--- src/rtl/memorystage1_pkg.sv ---
// Shared opcode, cycle-width and instruction helpers for the memory stage.
package memorystage1_pkg;

    localparam logic [4:0] OPCODE_NOP   = 5'h00;
    localparam logic [4:0] OPCODE_LOADI = 5'h01;
    localparam logic [4:0] OPCODE_LOAD  = 5'h02;
    localparam logic [4:0] OPCODE_STORE = 5'h03;
    localparam logic [4:0] OPCODE_HALT  = 5'h1F;

    typedef logic [1:0] t_cycle_width;

    localparam t_cycle_width CW_BYTE = 2'd0;
    localparam t_cycle_width CW_WORD = 2'd1;
    localparam t_cycle_width CW_LONG = 2'd2;

    localparam logic [31:0] INSTR_NOP = {OPCODE_NOP, 27'h0};

    function automatic logic is_mem_op(input logic [4:0] op);
        return (op == OPCODE_LOAD) || (op == OPCODE_STORE);
    endfunction

endpackage

--- src/rtl/memorystage1_if.sv ---
// Data-memory bus between the memory stage (master) and the memory slave.
interface memorystage1_if;
    import memorystage1_pkg::*;

    logic [31:0]  bus_address;
    logic [31:0]  bus_data_out;
    t_cycle_width bus_width;
    logic         bus_read;
    logic         bus_write;
    logic [31:0]  bus_data_in;
    logic         bus_ack;
    logic         bus_error;

    modport master (
        output bus_address, bus_data_out, bus_width, bus_read, bus_write,
        input  bus_data_in, bus_ack, bus_error
    );

    modport slave (
        input  bus_address, bus_data_out, bus_width, bus_read, bus_write,
        output bus_data_in, bus_ack, bus_error
    );

endinterface

--- src/rtl/memorystage1_memaddrgen.sv ---
// Effective address (base + sign-extended offset) and alignment check.
module memaddrgen
    import memorystage1_pkg::*;
(
    input  logic [31:0]  base_i,
    input  logic [15:0]  offset_i,
    input  t_cycle_width width_i,
    output logic [31:0]  address_o,
    output logic         misaligned_o
);

    assign address_o = base_i + {{16{offset_i[15]}}, offset_i};

    always_comb begin
        misaligned_o = 1'b0;
        case (width_i)
            CW_WORD: misaligned_o = address_o[0];
            CW_LONG: misaligned_o = |address_o[1:0];
            default: misaligned_o = 1'b0;
        endcase
    end

endmodule

--- src/rtl/memorystage1.sv ---
// Memory pipeline stage: issues one bus cycle per LOAD/STORE, stalls stage 0
// while it is outstanding, and forwards the instruction plus raw read data.
module memorystage1
    import memorystage1_pkg::*;
#(
    parameter int unsigned TIMEOUT_CYCLES = 255
) (
    input  logic                 clock,
    input  logic                 reset,
    input  logic [31:0]          inbound_instruction,
    output logic [3:0]           address_index,
    input  logic [31:0]          address_data,
    output logic [3:0]           store_index,
    input  logic [31:0]          store_data,
    memorystage1_if.master       bus,
    output logic                 stall,
    output logic                 fault,
    output logic [31:0]          fault_address,
    output logic                 halting,
    output logic [31:0]          outbound_instruction,
    output logic [31:0]          outbound_data
);

    typedef logic [0:0] t_mem_state;
    localparam t_mem_state ST_IDLE   = 1'b0;
    localparam t_mem_state ST_ACCESS = 1'b1;

    localparam logic [7:0] TO_LAST = 8'(TIMEOUT_CYCLES - 1);

    t_mem_state   state_q, state_d;
    logic [7:0]   cnt_q, cnt_d;
    logic [31:0]  instr_q, instr_d;
    logic [31:0]  addr_q, addr_d;
    logic [31:0]  wdata_q, wdata_d;
    t_cycle_width width_q, width_d;
    logic         read_q, read_d;
    logic         write_q, write_d;
    logic         fault_q, fault_d;
    logic [31:0]  fault_addr_q, fault_addr_d;
    logic         halting_q, halting_d;
    logic [31:0]  out_instr_q, out_instr_d;
    logic [31:0]  out_data_q, out_data_d;

    logic [4:0]   opcode;
    logic [31:0]  eff_addr;
    logic         misaligned;
    logic         unused_bit;

    assign opcode        = inbound_instruction[31:27];
    assign address_index = inbound_instruction[19:16];
    assign store_index   = inbound_instruction[23:20];
    assign unused_bit    = inbound_instruction[24];

    memaddrgen u_addrgen (
        .base_i       (address_data),
        .offset_i     (inbound_instruction[15:0]),
        .width_i      (inbound_instruction[26:25]),
        .address_o    (eff_addr),
        .misaligned_o (misaligned)
    );

    always_comb begin
        state_d      = state_q;
        cnt_d        = cnt_q;
        instr_d      = instr_q;
        addr_d       = addr_q;
        wdata_d      = wdata_q;
        width_d      = width_q;
        read_d       = read_q;
        write_d      = write_q;
        fault_d      = 1'b0;
        fault_addr_d = fault_addr_q;
        halting_d    = halting_q;
        out_instr_d  = out_instr_q;
        out_data_d   = out_data_q;
        case (state_q)
            ST_IDLE: begin
                if (is_mem_op(opcode)) begin
                    out_instr_d = INSTR_NOP;
                    if (misaligned) begin
                        fault_d      = 1'b1;
                        fault_addr_d = eff_addr;
                    end else begin
                        addr_d  = eff_addr;
                        width_d = inbound_instruction[26:25];
                        if (opcode == OPCODE_STORE) wdata_d = store_data;
                        read_d  = (opcode == OPCODE_LOAD);
                        write_d = (opcode == OPCODE_STORE);
                        cnt_d   = 8'd0;
                        instr_d = inbound_instruction;
                        state_d = ST_ACCESS;
                    end
                end else begin
                    out_instr_d = inbound_instruction;
                    if (opcode == OPCODE_HALT) halting_d = 1'b1;
                end
            end
            ST_ACCESS: begin
                out_instr_d = INSTR_NOP;
                cnt_d       = cnt_q + 8'd1;
                // Error beats ack; a genuine ack on the last allowed cycle still completes.
                if (bus.bus_error || (!bus.bus_ack && cnt_q == TO_LAST)) begin
                    read_d       = 1'b0;
                    write_d      = 1'b0;
                    state_d      = ST_IDLE;
                    fault_d      = 1'b1;
                    fault_addr_d = addr_q;
                end else if (bus.bus_ack) begin
                    read_d      = 1'b0;
                    write_d     = 1'b0;
                    state_d     = ST_IDLE;
                    out_instr_d = instr_q;
                    if (instr_q[31:27] == OPCODE_LOAD) out_data_d = bus.bus_data_in;
                end
            end
            default: state_d = ST_IDLE;
        endcase
    end

    always_ff @(posedge clock or posedge reset) begin
        if (reset) begin
            state_q      <= ST_IDLE;
            cnt_q        <= 8'd0;
            instr_q      <= INSTR_NOP;
            addr_q       <= 32'h0;
            wdata_q      <= 32'h0;
            width_q      <= CW_BYTE;
            read_q       <= 1'b0;
            write_q      <= 1'b0;
            fault_q      <= 1'b0;
            fault_addr_q <= 32'h0;
            halting_q    <= 1'b0;
            out_instr_q  <= INSTR_NOP;
            out_data_q   <= 32'h0;
        end else begin
            state_q      <= state_d;
            cnt_q        <= cnt_d;
            instr_q      <= instr_d;
            addr_q       <= addr_d;
            wdata_q      <= wdata_d;
            width_q      <= width_d;
            read_q       <= read_d;
            write_q      <= write_d;
            fault_q      <= fault_d;
            fault_addr_q <= fault_addr_d;
            halting_q    <= halting_d;
            out_instr_q  <= out_instr_d;
            out_data_q   <= out_data_d;
        end
    end

    assign stall                = (state_q == ST_ACCESS);
    assign bus.bus_address      = addr_q;
    assign bus.bus_data_out     = wdata_q;
    assign bus.bus_width        = width_q;
    assign bus.bus_read         = read_q;
    assign bus.bus_write        = write_q;
    assign fault                = fault_q;
    assign fault_address        = fault_addr_q;
    assign halting              = halting_q;
    assign outbound_instruction = out_instr_q;
    assign outbound_data        = out_data_q;

endmodule

--- src/flat_wrapper.sv ---
// flat-port wrapper written by rule: the top's interface ports become plain ports
module memorystage1_flat import memorystage1_pkg::*;
#(
    parameter int unsigned TIMEOUT_CYCLES = 255
)
  (clock, reset, inbound_instruction, address_index, address_data, store_index, store_data, stall, fault, fault_address, halting, outbound_instruction, outbound_data, bus_bus_address, bus_bus_data_out, bus_bus_width, bus_bus_read, bus_bus_write, bus_bus_data_in, bus_bus_ack, bus_bus_error);
  memorystage1_if bus_i ();
  input  logic clock;
  input  logic reset;
  input  logic [31:0] inbound_instruction;
  output logic [3:0] address_index;
  input  logic [31:0] address_data;
  output logic [3:0] store_index;
  input  logic [31:0] store_data;
  output logic stall;
  output logic fault;
  output logic [31:0] fault_address;
  output logic halting;
  output logic [31:0] outbound_instruction;
  output logic [31:0] outbound_data;
  output wire logic [$bits(bus_i.bus_address)-1:0] bus_bus_address;
  output wire logic [$bits(bus_i.bus_data_out)-1:0] bus_bus_data_out;
  output wire logic [$bits(bus_i.bus_width)-1:0] bus_bus_width;
  output wire logic [$bits(bus_i.bus_read)-1:0] bus_bus_read;
  output wire logic [$bits(bus_i.bus_write)-1:0] bus_bus_write;
  input wire logic [$bits(bus_i.bus_data_in)-1:0] bus_bus_data_in;
  input wire logic [$bits(bus_i.bus_ack)-1:0] bus_bus_ack;
  input wire logic [$bits(bus_i.bus_error)-1:0] bus_bus_error;
  assign bus_bus_address = bus_i.bus_address;
  assign bus_bus_data_out = bus_i.bus_data_out;
  assign bus_bus_width = bus_i.bus_width;
  assign bus_bus_read = bus_i.bus_read;
  assign bus_bus_write = bus_i.bus_write;
  assign bus_i.bus_data_in = bus_bus_data_in;
  assign bus_i.bus_ack = bus_bus_ack;
  assign bus_i.bus_error = bus_bus_error;
  memorystage1 #(.TIMEOUT_CYCLES(TIMEOUT_CYCLES)) u_core (.clock(clock), .reset(reset), .inbound_instruction(inbound_instruction), .address_index(address_index), .address_data(address_data), .store_index(store_index), .store_data(store_data), .bus(bus_i), .stall(stall), .fault(fault), .fault_address(fault_address), .halting(halting), .outbound_instruction(outbound_instruction), .outbound_data(outbound_data));
endmodule
--- config.mk ---
export PLATFORM = sky130hd
export DESIGN_NAME = memorystage1_flat
export DESIGN_NICKNAME = d
export VERILOG_FILES = /design/src/rtl/memorystage1_pkg.sv /design/src/rtl/memorystage1_if.sv /design/src/rtl/memorystage1_memaddrgen.sv /design/src/rtl/memorystage1.sv /design/src/flat_wrapper.sv
export SDC_FILE = /design/constraint.sdc
export NUM_CORES = 1
export LEC_CHECK = 0
export CELL_PAD_IN_SITES_DETAIL_PLACEMENT = 1
export CELL_PAD_IN_SITES_GLOBAL_PLACEMENT = 1
export CORE_ASPECT_RATIO = 0.9
export CORE_MARGIN = 1
export CORE_UTILIZATION = 36
export CTS_CLUSTER_DIAMETER = 80
export CTS_CLUSTER_SIZE = 28
export DETAILED_ROUTE_END_ITERATION = 8
export PLACE_DENSITY = 0.82
export SLEW_MARGIN = 5
export SYNTH_ARGS = -nofsm -noshare
export SYNTH_HDL_FRONTEND = slang
export SYNTH_SLANG_ARGS = --single-unit
--- constraint.sdc ---
create_clock -name clock -period 10.5 [get_ports clock]
set_input_delay 3.15 -clock clock [delete_from_list [all_inputs] [get_ports clock]]
set_output_delay 3.15 -clock clock [all_outputs]
set_load 0.01 [all_outputs]
==> flow_metrics.env, run 1 <==
export IMPL_num_vias=8249
export IMPL_cts_htree_levels=1
export IMPL_synth_yosys_seq_area_share_pct=52.95
export IMPL_p_leak_nw=5.999
export IMPL_synth_top_family_by_area="compound AO/OA/AOI/OAI gates"
export IMPL_cts_path_max_buffers=3
export IMPL_path_max_fanout=3
export IMPL_grt_pass1_wl_um=49980
export IMPL_power_density_mw_per_mm2=184.7
export IMPL_crit_chain="clkdlybuf4s50_1 > clkdlybuf4s50_1"
export IMPL_die_w_um=174.9
export IMPL_overflow=0
export IMPL_post_cts_resized=0
export IMPL_synth_compound_gate_area_share_pct=16.22
export IMPL_preCtsSetupSlack_ns=3.124
export IMPL_worstMarginPinSlew_ns=1.054
export IMPL_seqCellArea_mm2=0.005130
export IMPL_hp_class="flop to flop"
export IMPL_antenna_found_initial=1
export IMPL_holdWs_ns=0.4805
export IMPL_vdd_drop_max_v=0.00008913
export IMPL_critPathLaunchType="primary input"
export IMPL_finalInstanceArea_mm2=0.01348
export IMPL_ios=307
export IMPL_yosys_warnings=0
export IMPL_cts_inserted_buffers=13
export IMPL_max_freq_ghz=0.1351
export IMPL_run_status="finished clean"
export IMPL_core_mm2=0.02628
export IMPL_routed_wl_um=33050
export IMPL_fin_util_pct=51.31
export IMPL_maxCapViolations=0
export IMPL_grt_max_degree=135
export IMPL_cts_root_buffer="clkbuf_16"
export IMPL_io_buffers=306
export IMPL_power_mw=2.490
export IMPL_finalSetupViolations=0
export IMPL_postPlaceCellArea_mm2=0.01304
export IMPL_syn_area_per_cell_um2=10.54
export IMPL_synth_nets=1087
export IMPL_synthAdderAreaFrac_pct=4.727
export IMPL_die_h_um=157.6
export IMPL_crit_family="buffers and inverters"
export IMPL_slew_violations=0
export IMPL_area_growth_pct=39.17
export IMPL_dieArea_mm2=0.02757
export IMPL_netlist_instances=919
export IMPL_antenna_left=0
export IMPL_multi_input_area_mm2=0.004260
export IMPL_dp_cells=1530
export IMPL_row_count=56
export IMPL_fin_tns_setup_ns=0
export IMPL_layout_cells_non_filler=1553
export IMPL_drt_pass1_iterations=4
export IMPL_holdBufCountCts=0
export IMPL_period_share_pct=70.48
export IMPL_synth_edff_count=0
export IMPL_crit_path_end_kind="primary output"
export IMPL_min_period_ns=7.401
export IMPL_yosys_cell_types_count=64
export IMPL_clk_latency_ns=0.48
export IMPL_initial_core_util_pct=36.87
export IMPL_drcViolationCount=0
export IMPL_async_flop_share_pct=100.0
export IMPL_nets=1365
export IMPL_dp_hpwl_um=24450
export IMPL_synth_xor_area_share_pct=3.164
export IMPL_max_slew_margin_pct=29.49
export IMPL_hold_violations=0
export IMPL_clk_pin_slew_ns=0.08
export IMPL_rsz0062_at_grt="no"
export IMPL_synth_seq_cells=205
export IMPL_cp_arrival_ns=4.25
export IMPL_fin_ws_ns=3.099
export IMPL_avgViaCountPerCell=5.312
export IMPL_required_ns=7.35
export IMPL_first_iter_violations=509
export IMPL_cpMostUsedCell="clkdlybuf4s50_1"
export IMPL_gp_congestion=0.8586
export IMPL_fillers=2840
export IMPL_synth_simple_area_share_pct=11.91
export IMPL_grt_use_total_pct=23.48
export IMPL_post_cts_setup_buffers=0
export IMPL_clkSinkCount=205
export IMPL_ys_flop_type="dfrtp_1"
export IMPL_critPathBufInv=2
export IMPL_netlist_area_mm2=0.009688
export IMPL_slowest_delay_ns=0.58
export IMPL_worst_path_max_delay_cell="clkdlybuf4s50_1"
export IMPL_skew_ns=0.02444
export IMPL_critical_path_class="primary input to primary output"
export IMPL_drive_above_1_share_pct=9.726
export IMPL_synthMuxAreaShare_pct=7.762
export IMPL_tritoncts="built"
export IMPL_grt_pass1_vias=8568
export IMPL_wl_per_cell_um=21.28
power by group:
group | switching, mW | total [mW] | internal (mW) | leakage (nW)
Sequential | 0.119 | 1.09 | 0.970 | 2.58
Clock | 0.290 | 0.574 | 0.284 | 0.211
Combinational | 0.375 | 0.826 | 0.451 | 3.20
registers in the layout, summed over array words and instances (netlist names):
register and cells:
u_core.bus.bus_address 32, u_core.bus.bus_data_out 32, u_core.bus.bus_read 1, u_core.bus.bus_width 1, u_core.bus.bus_write 1, u_core.cnt_q 8
u_core.fault 1, u_core.fault_address 32, u_core.halting 1, u_core.instr_q 31, u_core.outbound_data 32, u_core.outbound_instruction 32
u_core.stall 1
cell families (layout without fill, tap and decap cells):
| kind of cell | Yosys count | count (layout) |
|---|---|---|
| AO/OA/AOI/OAI | 241 | 241 |
| XOR/XNOR | 35 | 35 |
| adder cells (fa/ha/maj) | 36 | 36 |
| buffers and inverters | 70 | 354 |
| flip-flops | 205 | 205 |
| multiplexers | 67 | 67 |
| other | 0 | 2 |
| AND/OR/NAND/NOR | 265 | 265 |
Yosys cell counts, types with 4 or more instances:
| cell | instances | area share (%) |
|---|---|---|
| dfrtp_1 | 205 | 53 |
| nand2_1 | 172 | 6.7 |
| o21ai_0 | 82 | 4.2 |
| mux2_2 | 65 | 7.6 |
| a21oi_1 | 50 | 2.6 |
| clkbuf_1 | 35 | 1.4 |
| ha_1 | 35 | 4.5 |
| a22o_1 | 32 | 2.9 |
| nor2_1 | 27 | 1.0 |
| xor2_1 | 18 | 1.6 |
| xnor2_1 | 17 | 1.5 |
| o211ai_1 | 15 | 1.2 |
| inv_1 | 14 | 0.54 |
| nand3_1 | 13 | 0.67 |
| and3_1 | 10 | 0.65 |
| buf_4 | 10 | 0.77 |
| a21o_1 | 9 | 0.70 |
| nor3_1 | 9 | 0.46 |
| a211oi_1 | 8 | 0.62 |
| nand4_1 | 8 | 0.52 |
| a221oi_1 | 5 | 0.45 |
| and2_1 | 5 | 0.32 |
| buf_2 | 5 | 0.26 |
| nor4_1 | 5 | 0.32 |
| or3_1 | 5 | 0.32 |
| a31oi_1 | 4 | 0.26 |
| o21a_1 | 4 | 0.31 |
final cells by class:
class	count	area share, %
clock buffers	14	2.441
clock inverters	7	0.8166
well taps	348	3.229
diodes	2	0.03712
flip-flops and latches	205	38.05
repair buffers	317	23.33
multi-input cells	644	31.60
inverters	16	0.5011
layout by cell type (no fill, tap or decap), types with 5 or more instances in the layout:
master           count
clkbuf_16           13
buf_4               11
nor2_1              25
or3_1                5
nand2_1            171
xor2_1              18
dfrtp_1            205
ha_1                35
and2_1               5
nand4_1              8
a22o_1              32
nand3_1             13
inv_1               13
nor3_1               9
a21o_1               9
a211oi_1             8
o21ai_0             82
xnor2_1             17
nor4_1               5
and3_1              10
a21oi_1             50
clkdlybuf4s50_1    306
o211ai_1            15
mux2_2              65
a221oi_1             5
final timing paths:
| path | slack [ns] | cells after the start | endpoint | start |
|---|---|---|---|---|
| hold reg to reg | 0.48 | 2 | u_core.instr_q[8] | u_core.instr_q[8] |
| max in group asynchronous | 5.70 | 3 | u_core.fault_address[28] | reset |
| setup reg to reg | 7.65 | 9 | u_core.fault_address[9] | u_core.stall |
| hold / removal | 0.48 | 2 | u_core.instr_q[8] | u_core.instr_q[8] |
| setup / recovery | 3.10 | 2 | store_index[2] | inbound_instruction[22] |
| min in group asynchronous | 3.26 | 2 | u_core.outbound_data[6] | reset |
per-layer routing:
metal | routed length [µm] | vias to the layer above | GRT usage, %
li1 | - | 3804 | -
met1 | 13930 | 4166 | 28.98
met2 | 16610 | 248 | 42.20
met3 | 2009 | 31 | 5.139
met4 | 506 | 0 | 4.679
met5 | 0 | - | 0
No activity file was read; power rests on OpenSTA's default activity.
==> run 2: changes to the inputs <==
Clock period 10.5 ns to 6.91 ns, I/O delays scaled along.
==> run 2 against run 1 <==
  * Core utilization shrank 0.10 points
  * Power is 50% higher
  * Global-route usage decreased by 0.39 points
  * Combinational power up 51%
  * Clock skew increased by 0.015 ns
  * Worst setup slack worse by 1.5 ns
  * Highest routed layer unchanged
  * Die area is the same
  * Largest power group unchanged
  * Count of clock-buffer cells in the layout unchanged
  * Final cell count stayed put
  * Non-clock buffer count is the same
  * First-iteration DRC count decreased by 27%
  * Critical path type unchanged
==> flow_metrics.env, run 2 (same netlist as run 1, synthesis figures left out) <==
export IMPL_grt_max_degree=136
export IMPL_critPathLaunchType="primary input"
export IMPL_crit_path_end_kind="primary output"
export IMPL_clkPwrFrac_pct=21.8
export IMPL_row_count=56
export IMPL_critical_path_class="primary input to primary output"
export IMPL_p_comb_share_pct=33.4
export IMPL_crit_family="buffers and inverters"
export IMPL_slowest_delay_ns=0.59
export IMPL_preCtsSetupSlack_ns=1.548
export IMPL_seqPwrFrac_pct=44.8
export IMPL_worst_path_max_delay_cell="clkdlybuf4s50_1"
export IMPL_dieArea_mm2=0.02757
export IMPL_max_freq_ghz=0.1900
export IMPL_cts_inserted_buffers=13
export IMPL_slew_violations=0
export IMPL_cpMostUsedCell="clkdlybuf4s50_1"
export IMPL_switching_share_pct=32.47
export IMPL_max_slew_margin_pct=32.34
export IMPL_period_share_pct=76.16
export IMPL_clk_pin_slew_ns=0.10
export IMPL_wl_per_cell_um=20.93
export IMPL_grt_pass1_vias=8529
export IMPL_critPathBufInv=2
export IMPL_num_vias=8212
export IMPL_cp_arrival_ns=3.19
export IMPL_power_mw=3.741
export IMPL_holdWs_ns=0.4787
export IMPL_required_ns=4.84
export IMPL_maxCapViolations=0
export IMPL_core_mm2=0.02628
export IMPL_die_w_um=174.9
export IMPL_final_cell_mix="306 x clkdlybuf4s50_1, 205 x dfrtp_1, 171 x nand2_1"
export IMPL_nets=1365
export IMPL_fin_tns_setup_ns=0
export IMPL_cts_root_buffer="clkbuf_16"
export IMPL_gp_congestion=0.9620
export IMPL_fin_util_pct=51.21
export IMPL_io_buffers=306
export IMPL_p_leak_nw=5.981
export IMPL_tritoncts="built"
export IMPL_avgViaCountPerCell=5.288
export IMPL_first_iter_violations=374
export IMPL_overflow=0
export IMPL_cts_htree_levels=1
export IMPL_worstMarginPinSlew_ns=1.015
export IMPL_initial_core_util_pct=36.87
export IMPL_fin_ws_ns=1.647
export IMPL_antenna_found_initial=2
export IMPL_holdBufCountCts=0
export IMPL_area_growth_pct=38.89
export IMPL_dp_hpwl_um=24400
export IMPL_routed_wl_um=32510
export IMPL_antenna_left=0
export IMPL_drcViolationCount=0
export IMPL_hold_violations=0
export IMPL_min_period_ns=5.263
export IMPL_finalSetupViolations=0
export IMPL_clkSinkCount=205
export IMPL_skew_ns=0.03895
export IMPL_grt_use_total_pct=23.09
export IMPL_hp_class="flop to flop"
export IMPL_crit_chain="clkdlybuf4s50_1 > clkdlybuf4s50_1"
export IMPL_clk_latency_ns=0.50
export IMPL_power_density_mw_per_mm2=278.0
export IMPL_die_h_um=157.6
export IMPL_ios=307
export IMPL_drt_pass1_iterations=4
export IMPL_layout_commonest_cell="clkdlybuf4s50_1"
export IMPL_drive_above_1_share_pct=9.726
export IMPL_cts_path_max_buffers=3
export IMPL_post_cts_resized=0
export IMPL_rsz0062_at_grt="no"
export IMPL_post_cts_setup_buffers=0
export IMPL_grt_pass1_wl_um=49510
export IMPL_run_status="finished clean"
export IMPL_path_max_fanout=3
export IMPL_p_int_mw=2.526
export IMPL_vdd_drop_max_v=0.0001388
export IMPL_p_sw_mw=1.215
## run 2: worst paths after layout
kind                                          from                              end  cells after the start  slack [ns]
max                        inbound_instruction[23]                   store_index[3]                      2        1.65
min                                 u_core.halting                   u_core.halting                      1        0.48
max reg2reg                           u_core.stall       u_core.bus.bus_data_out[1]                      7        3.48
min reg2reg                         u_core.halting                   u_core.halting                      1        0.48
max in group asynchronous                    reset  u_core.outbound_instruction[16]                      3        4.00
min in group asynchronous                    reset               u_core.instr_q[21]                      3        2.10
## run 2: cell type report
type	instances	area, µm²
Multi-Input combinational cell	644	4260
Sequential cell	205	5130
Inverter	16	63.81
Clock buffer	14	329.1
Tap cell	348	435.4
Antenna cell	2	5.005
Clock inverter	7	73.82
Timing Repair Buffer	317	3158
Fill cell	2850	12820
## run 2: through the flow
stage / area, µm² / instances
floorplan: 9692 / 919
global placement: 13050 / 1530
finish: 13460 / 1553
CTS: 13450 / 1551
global route: 13460 / 1553
detailed placement: 13050 / 1530
## run 2: metal layers
| layer | part of all wire [%] | up-vias | track usage (%) |
|---|---|---|---|
| li1 | - | 3793 | - |
| met1 | 41 | 4103 | 28.61 |
| met2 | 50 | 273 | 40.85 |
| met3 | 6.6 | 43 | 4.971 |
| met4 | 2.3 | 0 | 5.839 |
| met5 | 0 | - | 0 |
## run 2: power by group through the flow
stage,clock network [mW],logic (mW),registers [mW]
floorplan,0,0.433,1.75
global placement,0,1.22,1.67
detailed placement,0,1.26,1.69
CTS,0.836,1.26,1.67
global route,0.872,1.36,1.71
finish,0.817,1.25,1.67
==> run 3: changes to the inputs <==
Settings changed: CORE_UTILIZATION 36 to 32, PLACE_DENSITY 0.82 to 0.78.
Clock period 6.91 ns to 4.5 ns, I/O delays scaled along.
==> run 3 against run 2 <==
  * Critical path depth rose by 8
  * Flip-flop and latch count did not move
  * First-iteration DRC count fell by 7.5%
  * Via count rose by 1.1%
  * Sequential share of layout area fell by 1.1 points
  * Clock power rose by 77%
  * Critical endpoint is now u_core.fault_address[28]
  * Largest cell class unchanged
==> flow_metrics.env, run 3 (same netlist as run 1, synthesis figures left out) <==
export IMPL_wl_per_cell_um=20.45
export IMPL_io_buffers=306
export IMPL_max_slew_margin_pct=50.46
export IMPL_cts_path_max_buffers=3
export IMPL_first_iter_violations=346
export IMPL_holdBufCountCts=0
export IMPL_drive_above_1_share_pct=11.49
export IMPL_antenna_left=0
export IMPL_p_leak_nw=6.147
export IMPL_row_count=60
export IMPL_critical_path_class="primary input to flop"
export IMPL_grt_pass1_wl_um=50500
export IMPL_hp_class="flop to flop"
export IMPL_grt_busiest_layer="met2"
export IMPL_cts_inserted_buffers=15
export IMPL_max_freq_ghz=0.2545
export IMPL_min_period_ns=3.929
export IMPL_antenna_found_initial=2
export IMPL_hold_violations=0
export IMPL_gp_congestion=0.8656
export IMPL_slew_violations=0
export IMPL_cp_arrival_ns=4.30
export IMPL_run_status="finished clean"
export IMPL_skew_ns=0.02677
export IMPL_crit_family="compound AO/OA/AOI/OAI gates"
export IMPL_required_ns=4.87
export IMPL_maxCapViolations=0
export IMPL_clk_latency_ns=0.49
export IMPL_die_h_um=167.1
export IMPL_power_density_mw_per_mm2=430.6
export IMPL_ios=307
export IMPL_grt_pass1_vias=8499
export IMPL_dp_hpwl_um=25560
export IMPL_cts_htree_levels=1
export IMPL_worstMarginPinSlew_ns=0.7430
export IMPL_critPathLaunchType="primary input"
export IMPL_crit_path_end_kind="flop"
export IMPL_grt_met1_usage_pct=27.11
export IMPL_worst_path_max_delay_cell="clkdlybuf4s50_1"
export IMPL_final_cell_mix="306 x clkdlybuf4s50_1, 205 x dfrtp_1, 171 x nand2_1"
export IMPL_grt_max_degree=54
export IMPL_die_w_um=185.4
export IMPL_avgViaCountPerCell=5.086
export IMPL_drcViolationCount=0
export IMPL_use_met3_pct=4.614
export IMPL_core_mm2=0.02980
export IMPL_slowest_delay_ns=0.46
export IMPL_post_cts_setup_buffers=0
export IMPL_dieArea_mm2=0.03098
export IMPL_layout_cells_non_filler=1632
export IMPL_met2_usage_pct=35.74
export IMPL_period_share_pct=87.32
export IMPL_vdd_drop_max_v=0.0002018
export IMPL_overflow=0
export IMPL_post_cts_resized=0
export IMPL_cts_root_buffer="clkbuf_16"
export IMPL_crit_chain="clkdlybuf4s50_1 > ha_1 > fa_1 > a21o_1 > a221o_1 > a211oi_2 > o21ai_2 > a221oi_2 > xor2_1 > o21ai_1"
export IMPL_nets=1387
export IMPL_routed_wl_um=33370
export IMPL_dp_cells=1605
export IMPL_layout_commonest_cell="clkdlybuf4s50_1"
export IMPL_rsz0062_at_grt="no"
export IMPL_num_vias=8300
export IMPL_initial_core_util_pct=32.51
export IMPL_area_growth_pct=42.86
export IMPL_drt_pass1_iterations=5
export IMPL_tritoncts="built"
export IMPL_fin_tns_setup_ns=0
export IMPL_grt_use_total_pct=21.13
export IMPL_clkSinkCount=205
export IMPL_finalSetupViolations=0
export IMPL_clk_pin_slew_ns=0.10
export IMPL_critPathBufInv=1
export IMPL_path_max_fanout=5
run 3: routing by layer:
| layer | part of all wire, % | vias up |
|---|---|---|
| met2 | 48 | 289 |
| met5 | 0 | - |
| li1 | - | 3851 |
| met1 | 42 | 4119 |
| met4 | 2.1 | 0 |
| met3 | 7.1 | 41 |
run 3: final timing paths:
check / start / to / cells past startpoint / slack [ns]
max: inbound_instruction[0] / u_core.fault_address[28] / 10 / 0.57
min in group asynchronous: reset / u_core.instr_q[22] / 2 / 1.30
min reg2reg: u_core.halting / u_core.halting / 1 / 0.48
max reg2reg: u_core.cnt_q[0] / u_core.fault_address[16] / 10 / 1.77
min: u_core.halting / u_core.halting / 1 / 0.48
max in group asynchronous: reset / u_core.bus.bus_data_out[28] / 3 / 2.39
run 3: stage by stage:
step	hold slack (ns)	instance area [µm²]	setup WS (ns)	util [%]	power, mW
6_report	0.4752	13840	0.5706	46.44	5.959
5_1_grt	0.4942	13840	0.4452	46.44	6.285
4_1_cts	0.4807	13840	0.5863	46.42	6.041
3_5_place_dp	0.4568	13330	0.07981	44.72	4.562
3_3_place_gp	0.4516	13330	0.1257	44.72	4.486
2_1_floorplan	0.4461	9692	0.4917	-	3.352
run 3: final cells by class:
class | count | area, µm²
fill | 3287 | 15960
timing repair buffer | 337 | 3371
sequential | 205 | 5130
clock buffer | 16 | 379.1
antenna | 2 | 5.005
tap | 403 | 504.2
inverter | 16 | 63.81
multi-input combinational | 644 | 4260
clock inverter | 9 | 127.6
run 3: power by group:
part	internal, mW	total [mW]	switching, mW
sequential	2.26	2.56	0.292
clock	0.677	1.45	0.773
combinational	1.07	1.95	0.884
total	4.01	5.96	1.95
